File: src/rtl/uart_tx_mmio_pkg.sv
// Shared constants for the memory-mapped UART transmitter:
// register offsets, STATUS bit layout, bus widths and transmitter state encoding.
package uart_tx_mmio_pkg;

    localparam int unsigned ADDR_W    = 16;
    localparam int unsigned DATA_W    = 8;
    localparam int unsigned BAUD_W    = 16;
    localparam int unsigned BIT_IDX_W = 3;

    // Register offsets relative to BASE_ADDR
    localparam logic [ADDR_W-1:0] REG_DATA_OFS   = 16'h0000;
    localparam logic [ADDR_W-1:0] REG_STATUS_OFS = 16'h0001;

    // STATUS bit positions
    localparam int unsigned STAT_FULL_BIT   = 0;
    localparam int unsigned STAT_EMPTY_BIT  = 1;
    localparam int unsigned STAT_ACTIVE_BIT = 2;
    localparam int unsigned STAT_OVF_BIT    = 3;

    // STATUS register image; field order matches the bit positions above
    typedef struct packed {
        logic [3:0] rsvd;
        logic       overflow;
        logic       tx_active;
        logic       fifo_empty;
        logic       fifo_full;
    } status_t;

    typedef enum logic [1:0] {
        ST_IDLE  = 2'd0,
        ST_START = 2'd1,
        ST_DATA  = 2'd2,
        ST_STOP  = 2'd3
    } tx_state_t;

endpackage

File: src/rtl/uart_tx_mmio_sync_fifo.sv
// sync_fifo: single-clock FIFO with combinational head read.
// Ports: clk, rst (async active-low), push/wdata (enqueue), pop/rdata (dequeue,
// rdata shows the head), full, empty. A push while full is accepted only when
// a pop happens in the same cycle.
module sync_fifo #(
    parameter int unsigned WIDTH = 8,
    parameter int unsigned DEPTH = 4
) (
    input  logic             clk,
    input  logic             rst,
    input  logic             push,
    input  logic [WIDTH-1:0] wdata,
    input  logic             pop,
    output logic [WIDTH-1:0] rdata,
    output logic             full,
    output logic             empty
);

    localparam int unsigned AW = (DEPTH > 1) ? $clog2(DEPTH) : 1;
    localparam int unsigned CW = AW + 1;

    logic [WIDTH-1:0] r_mem [DEPTH];
    logic [AW-1:0]    r_wr_ptr;
    logic [AW-1:0]    r_rd_ptr;
    logic [CW-1:0]    r_count;
    logic             w_do_push;
    logic             w_do_pop;

    assign full      = (r_count == CW'(DEPTH));
    assign empty     = (r_count == '0);
    assign rdata     = r_mem[r_rd_ptr];
    assign w_do_pop  = pop & ~empty;
    assign w_do_push = push & (~full | w_do_pop);

    // Storage; contents are don't-care while the FIFO is empty
    always_ff @(posedge clk) begin
        if (w_do_push) begin
            r_mem[r_wr_ptr] <= wdata;
        end
    end

    // Pointers and occupancy; DEPTH is a power of two so pointers wrap naturally
    always_ff @(posedge clk or negedge rst) begin
        if (!rst) begin
            r_wr_ptr <= '0;
            r_rd_ptr <= '0;
            r_count  <= '0;
        end else begin
            if (w_do_push) begin
                r_wr_ptr <= r_wr_ptr + AW'(1);
            end
            if (w_do_pop) begin
                r_rd_ptr <= r_rd_ptr + AW'(1);
            end
            case ({w_do_push, w_do_pop})
                2'b10:   r_count <= r_count + CW'(1);
                2'b01:   r_count <= r_count - CW'(1);
                default: r_count <= r_count;
            endcase
        end
    end

endmodule

File: src/rtl/uart_tx_mmio.sv
// uart_tx_mmio: memory-mapped 8N1 UART transmitter with a byte FIFO.
// Ports: clk, rst (async active-low), addr/wdata/we (CPU store bus),
// rdata (registered read data), tx (serial line, idle high).
// Window: BASE_ADDR+0 DATA (write pushes a byte), BASE_ADDR+1 STATUS
// (read {overflow, tx_active, fifo_empty, fifo_full}; write bit3=1 clears overflow).
module uart_tx_mmio
    import uart_tx_mmio_pkg::*;
#(
    parameter logic [15:0] BASE_ADDR    = 16'hFF00,
    parameter int unsigned CLKS_PER_BIT = 16,
    parameter int unsigned FIFO_DEPTH   = 4
) (
    input  logic        clk,
    input  logic        rst,
    input  logic [15:0] addr,
    input  logic [7:0]  wdata,
    input  logic        we,
    output logic [7:0]  rdata,
    output logic        tx
);

    localparam logic [BAUD_W-1:0] BAUD_LOAD = BAUD_W'(CLKS_PER_BIT - 1);

    tx_state_t            r_state;
    tx_state_t            w_state_nxt;
    logic [BAUD_W-1:0]    r_baud;
    logic [BAUD_W-1:0]    w_baud_nxt;
    logic [BIT_IDX_W-1:0] r_bit_idx;
    logic [BIT_IDX_W-1:0] w_bit_idx_nxt;
    logic [DATA_W-1:0]    r_shift;
    logic [DATA_W-1:0]    w_shift_nxt;
    logic                 r_tx;
    logic                 w_tx_nxt;
    logic                 w_pop;

    logic                 r_overflow;
    logic [DATA_W-1:0]    r_rdata;
    status_t              w_status;

    logic                 w_sel_data;
    logic                 w_sel_stat;
    logic                 w_push;
    logic                 w_ovf_set;
    logic                 w_ovf_clr;
    logic                 w_fifo_full;
    logic                 w_fifo_empty;
    logic [DATA_W-1:0]    w_fifo_rdata;

    // Register decode
    assign w_sel_data = (addr == BASE_ADDR + REG_DATA_OFS);
    assign w_sel_stat = (addr == BASE_ADDR + REG_STATUS_OFS);
    assign w_push     = we & w_sel_data;
    // A full FIFO still accepts a byte when the transmitter pops in the same cycle
    assign w_ovf_set  = w_push & w_fifo_full & ~w_pop;
    assign w_ovf_clr  = we & w_sel_stat & wdata[STAT_OVF_BIT];

    sync_fifo #(
        .WIDTH (DATA_W),
        .DEPTH (FIFO_DEPTH)
    ) u_fifo (
        .clk   (clk),
        .rst   (rst),
        .push  (w_push),
        .wdata (wdata),
        .pop   (w_pop),
        .rdata (w_fifo_rdata),
        .full  (w_fifo_full),
        .empty (w_fifo_empty)
    );

    // Transmitter state register
    always_ff @(posedge clk or negedge rst) begin
        if (!rst) begin
            r_state   <= ST_IDLE;
            r_baud    <= '0;
            r_bit_idx <= '0;
            r_shift   <= '0;
            r_tx      <= 1'b1;
        end else begin
            r_state   <= w_state_nxt;
            r_baud    <= w_baud_nxt;
            r_bit_idx <= w_bit_idx_nxt;
            r_shift   <= w_shift_nxt;
            r_tx      <= w_tx_nxt;
        end
    end

    // Next state: tx_nxt is the level of the bit being entered, so tx is a flop
    always_comb begin
        w_state_nxt   = r_state;
        w_baud_nxt    = r_baud;
        w_bit_idx_nxt = r_bit_idx;
        w_shift_nxt   = r_shift;
        w_tx_nxt      = r_tx;
        w_pop         = 1'b0;

        case (r_state)
            ST_IDLE: begin
                w_tx_nxt = 1'b1;
                if (!w_fifo_empty) begin
                    w_pop         = 1'b1;
                    w_shift_nxt   = w_fifo_rdata;
                    w_baud_nxt    = BAUD_LOAD;
                    w_bit_idx_nxt = '0;
                    w_tx_nxt      = 1'b0;
                    w_state_nxt   = ST_START;
                end
            end
            ST_START: begin
                if (r_baud == '0) begin
                    w_baud_nxt    = BAUD_LOAD;
                    w_bit_idx_nxt = '0;
                    w_tx_nxt      = r_shift[0];
                    w_state_nxt   = ST_DATA;
                end else begin
                    w_baud_nxt = r_baud - BAUD_W'(1);
                end
            end
            ST_DATA: begin
                if (r_baud == '0) begin
                    w_baud_nxt = BAUD_LOAD;
                    if (r_bit_idx == BIT_IDX_W'(7)) begin
                        w_tx_nxt    = 1'b1;
                        w_state_nxt = ST_STOP;
                    end else begin
                        w_bit_idx_nxt = r_bit_idx + BIT_IDX_W'(1);
                        w_shift_nxt   = {1'b0, r_shift[DATA_W-1:1]};
                        w_tx_nxt      = r_shift[1];
                    end
                end else begin
                    w_baud_nxt = r_baud - BAUD_W'(1);
                end
            end
            ST_STOP: begin
                if (r_baud == '0) begin
                    // Chain straight into the next start bit when more data waits
                    if (!w_fifo_empty) begin
                        w_pop         = 1'b1;
                        w_shift_nxt   = w_fifo_rdata;
                        w_baud_nxt    = BAUD_LOAD;
                        w_bit_idx_nxt = '0;
                        w_tx_nxt      = 1'b0;
                        w_state_nxt   = ST_START;
                    end else begin
                        w_baud_nxt  = '0;
                        w_tx_nxt    = 1'b1;
                        w_state_nxt = ST_IDLE;
                    end
                end else begin
                    w_baud_nxt = r_baud - BAUD_W'(1);
                end
            end
            default: begin
                w_tx_nxt    = 1'b1;
                w_state_nxt = ST_IDLE;
            end
        endcase
    end

    // STATUS image
    always_comb begin
        w_status            = '0;
        w_status.fifo_full  = w_fifo_full;
        w_status.fifo_empty = w_fifo_empty;
        w_status.tx_active  = (r_state != ST_IDLE);
        w_status.overflow   = r_overflow;
    end

    // Sticky overflow (set wins over clear) and registered read data
    always_ff @(posedge clk or negedge rst) begin
        if (!rst) begin
            r_overflow <= 1'b0;
            r_rdata    <= '0;
        end else begin
            if (w_ovf_set) begin
                r_overflow <= 1'b1;
            end else if (w_ovf_clr) begin
                r_overflow <= 1'b0;
            end
            r_rdata <= w_sel_stat ? DATA_W'(w_status) : '0;
        end
    end

    assign rdata = r_rdata;
    assign tx    = r_tx;

endmodule

File: config.mk
export PLATFORM = sky130hd
export DESIGN_NAME = uart_tx_mmio
export DESIGN_NICKNAME = d
export VERILOG_FILES = /design/src/rtl/uart_tx_mmio_pkg.sv /design/src/rtl/uart_tx_mmio_sync_fifo.sv /design/src/rtl/uart_tx_mmio.sv
export SDC_FILE = /design/constraint.sdc
export NUM_CORES = 1
export LEC_CHECK = 0
export ABC_AREA = 1
export BUFFER_PORTS_ARGS = -buffer_cell sky130_fd_sc_hd__buf_2
export CAP_MARGIN = 20
export CORE_ASPECT_RATIO = 1.1
export CORE_MARGIN = 3
export CORE_UTILIZATION = 30
export DETAILED_ROUTE_END_ITERATION = 16
export GPL_ROUTABILITY_DRIVEN = 0
export PLACE_DENSITY = 0.56
export SLEW_MARGIN = 20
export SYNTH_ARGS = -nofsm -noshare
export SYNTH_HDL_FRONTEND = slang
export SYNTH_HIERARCHICAL = 1
export SYNTH_SLANG_ARGS = --single-unit
File: constraint.sdc
create_clock -name clk -period 4.3 [get_ports clk]
set_input_delay 0.86 -clock clk [delete_from_list [all_inputs] [get_ports clk]]
set_output_delay 0.86 -clock clk [all_outputs]
set_load 0.005 [all_outputs]
==> PnR_summary.wiki <==
{| class="wikitable"
! Metric !! Value
|-
| Count of inserted antenna diode cells || 0
|-
| Fill count || 1287
|-
| Final Hold Viols || 0
|-
| Kind of critical path || reg -> reg
|-
| Clock net sink count || 74
|-
| Detail-routed net length per standard cell || 11.8 um
|-
| Number of slew-limit violations in the final report || 0
|-
| Synth cell types || 34
|-
| Global-route wire length before repair || between 10 and 15 mm
|-
| I/O pin count || 36
|-
| Post-detailed-route DRC marker count || 0
|-
| Count of flip-flops with a built-in enable after synthesis || 32
|-
| Largest net degree at the start of global routing || 43
|-
| Clock slew at the register clock pins of the worst setup and hold paths || roughly 0.06 ns
|-
| Startpoint type of the worst setup path || flop
|-
| Crit share post-route || 61.3%
|-
| Final setup violation count || 0
|-
| Floorplan die area || 14700 um2
|-
| Post-CTS Setup Bufs || 0
|-
| Maximum VDD drop || 0.276 mV
|-
| Worst-path maximum fanout || 8
|-
| Vias per cell || about 4.5
|-
| FF-to-FF setup slack || 1.66 ns
|-
| Max Freq || 379 MHz
|-
| Layout overhead on the synthesized area || 14.7%
|-
| Result of the run || finished clean
|-
| Core Rows || 43
|-
| Final nets || 550
|-
| Overall power || 2.90 mW
|-
| CP endpoint kind || flop
|-
| Setup repair after global routing missed its margin || false
|-
| Cell chosen for the clock root || sky130_fd_sc_hd__clkbuf_16
|-
| Number of vias after detailed routing || between 3000 and 4000
|-
| H-tree depth || 3
|-
| First-pass detailed-route iteration total || 4
|-
| All-Layer GR Usage || 11.8%
|-
| Maximum capacitance violations || 0
|-
| Area of the core region || ~13000 um2
|-
| Number of global-route vias before repair || 3094
|-
| Post-synthesis average cell area || 8.39 um2
|-
| Depth of the worst hold-timing path || 2
|-
| Hpwl dp || 5.74 mm
|-
| First-iteration detailed-routing DRC count || 103
|-
| Final sum of negative setup slack || 0 ns
|-
| Cells on worst reg2reg path || 12
|-
| Commonest register cell after synthesis || sky130_fd_sc_hd__dfrtp_1
|-
| Hold crit path type || reg -> reg
|-
| Utilization of the core after routing || 35.7%
|-
| Insertion delay of the later-clocked pin in the worst-skew pair || 0.34 ns
|-
| Power per cell area || ~630 nW/um2
|-
| Yosys Warn Count || 6
|-
| Overall routed net length || 7.88 mm
|-
| Critical path arrival || 2.60 ns
|-
| Endpoint required time on the critical path || 4.26 ns
|-
| Number of buffers between clock root and the deepest sink || 2
|-
| Hold Buf Count CTS || 0
|-
| Detail Route Antenna Nets || 0
|-
| Relative slew slack || 35.7%
|-
| Global route overflow || 0
|-
| Final Skew || 0.00851 ns
|-
| Flip-flop and latch count after synthesis || 74
|-
| Initial antenna violation count || 0
|-
| Ys async rst share || 56.8%
|-
| Synth Instances || 475
|-
| Actual transition at the worst max-transition pin || 0.964 ns
|-
| Synthesized area || 3980 um2
|-
| Width of the die || 116 um
|-
| Layout cell share with drive strength beyond 1 || approximately an eighth
|-
| I/O Buffers || 31
|-
| Clock tree from TritonCTS || built
|-
| Number of gates resized after CTS || 0
|-
| Worst hold margin || 0.476 ns
|-
| Final period demand of the worst path || 2.64 ns
|-
| Clock buffers created by TritonCTS || 9
|-
| Die span in y || 127 um
|-
| Seq/Total Area, Yosys || 50.5%
|-
| Leakage || 2.20 nW
|-
| Starting Density || a little under a third
|}
==> state kept, by name, summed over array words and instances (netlist names), 3 cells and up <==
| register | flops |
|---|---|
| r_baud | 16 |
| rdata | 4 |
| r_shift | 8 |
| r_bit_idx | 3 |
| u_fifo/r_count | 3 |
| u_fifo/r_mem | 32 |
==> cell families after synthesis <==
family | after synthesis | share of synthesized area [%]
compound gates | 39 | 5.56
xor+xnor | 7 | 1.54
fa+ha+maj | 15 | 4.90
buf+inv | 60 | 7.44
flops | 74 | 50.5
other cells | 1 | 0.0941
simple gates | 279 | 29.9
==> stage by stage <==
stage / worst slack (ns) / cell area [um2] / std cells
2_1_floorplan: 1.94 / 4000 / 478
3_3_place_gp: 1.65 / 4240 / 654
3_5_place_dp: 1.57 / 4240 / 654
4_1_cts: 1.63 / 4570 / 670
5_1_grt: 1.36 / 4570 / 670
6_report: 1.66 / 4570 / 670
==> layout make-up <==
cell class	instances	area, um2	area share (%)
Clock buffer	9	225	4.93
Sequential cell	74	2010	44.0
Timing Repair Buffer	31	155	3.39
Clock inverter	7	108	2.35
Multi-Input combinational cell	344	1690	36.9
Tap cell	157	196	4.30
Inverter	48	188	4.11
==> layer usage <==
metal	global-route usage [%]	wire length, um	up-vias
li1	-	-	1583
met1	13.5	3470	1423
met2	20.5	4070	30
met3	3.44	209	11
met4	4.64	133	0
met5	0	0	-
==> cell usage in the layout (no fill, tap or decap), drive strengths merged <==
cell type  count
nand2        148
nor2          78
inv           52
nand3         42
dfrtp         41
o21ai         34
edfxtp        32
buf           31
ha            14
clkbuf         9
nand4          6
xnor2          6
conb           4
nor3           2
o21bai         2
nand3b         2
bufinv         2
and3           1
a21o           1
xor2           1
a21oi          1
a41oi          1
clkinvlp       1
dfstp          1
fa             1
==> critical path, stage by stage (launching register included) <==
cell                      delay [ns]
sky130_fd_sc_hd__dfrtp_1        0.40
sky130_fd_sc_hd__inv_1          0.12
sky130_fd_sc_hd__ha_1           0.18
sky130_fd_sc_hd__nand2_1        0.07
sky130_fd_sc_hd__nor2_2         0.16
sky130_fd_sc_hd__nand2_4        0.11
sky130_fd_sc_hd__nand2_1        0.10
sky130_fd_sc_hd__nand3_1        0.11
sky130_fd_sc_hd__inv_1          0.13
sky130_fd_sc_hd__inv_1          0.06
sky130_fd_sc_hd__nand3_2        0.11
sky130_fd_sc_hd__nand2_4        0.08
sky130_fd_sc_hd__nor2_1         0.63
==> synthesized netlist by cell type, types with 2 or more instances <==
library cell	n	share of area, %
sky130_fd_sc_hd__o21ai_0	17	2.1
sky130_fd_sc_hd__nand3b_1	2	0.38
sky130_fd_sc_hd__o21bai_1	2	0.38
sky130_fd_sc_hd__nand4_1	6	0.94
sky130_fd_sc_hd__edfxtp_1	32	24
sky130_fd_sc_hd__nand2_1	143	13
sky130_fd_sc_hd__clkbuf_1	2	0.19
sky130_fd_sc_hd__buf_8	2	0.75
sky130_fd_sc_hd__xnor2_1	6	1.3
sky130_fd_sc_hd__nand3_1	40	5.0
sky130_fd_sc_hd__o21ai_1	16	2.0
sky130_fd_sc_hd__inv_1	46	4.3
sky130_fd_sc_hd__ha_1	14	4.4
sky130_fd_sc_hd__buf_6	3	0.85
sky130_fd_sc_hd__nor2_1	71	6.7
sky130_fd_sc_hd__buf_4	5	0.94
sky130_fd_sc_hd__nor2_2	6	0.94
sky130_fd_sc_hd__nand3_2	2	0.50
sky130_fd_sc_hd__dfrtp_1	41	26
sky130_fd_sc_hd__nand2_4	4	1.1
sky130_fd_sc_hd__nor3_1	2	0.25
==> where the power goes <==
part / internal [mW] / leakage [nW] / switching [mW]
Clock: 0.520 / 0.160 / 0.309
Sequential: 0.866 / 0.846 / 0.113
Combinational: 0.373 / 1.19 / 0.719
==> worst paths after layout <==
path | startpoint | endpoint
setup reg to reg | r_baud[0] | u_fifo/r_mem[3][1]
min in group asynchronous | rst | r_baud[7]
max in group asynchronous | rst | r_state[0]
hold reg to reg | r_shift[6] | r_shift[6]
hold / removal | r_shift[6] | r_shift[6]
setup / recovery | r_baud[0] | u_fifo/r_mem[3][1]
(Power assumes the default switching activity.)
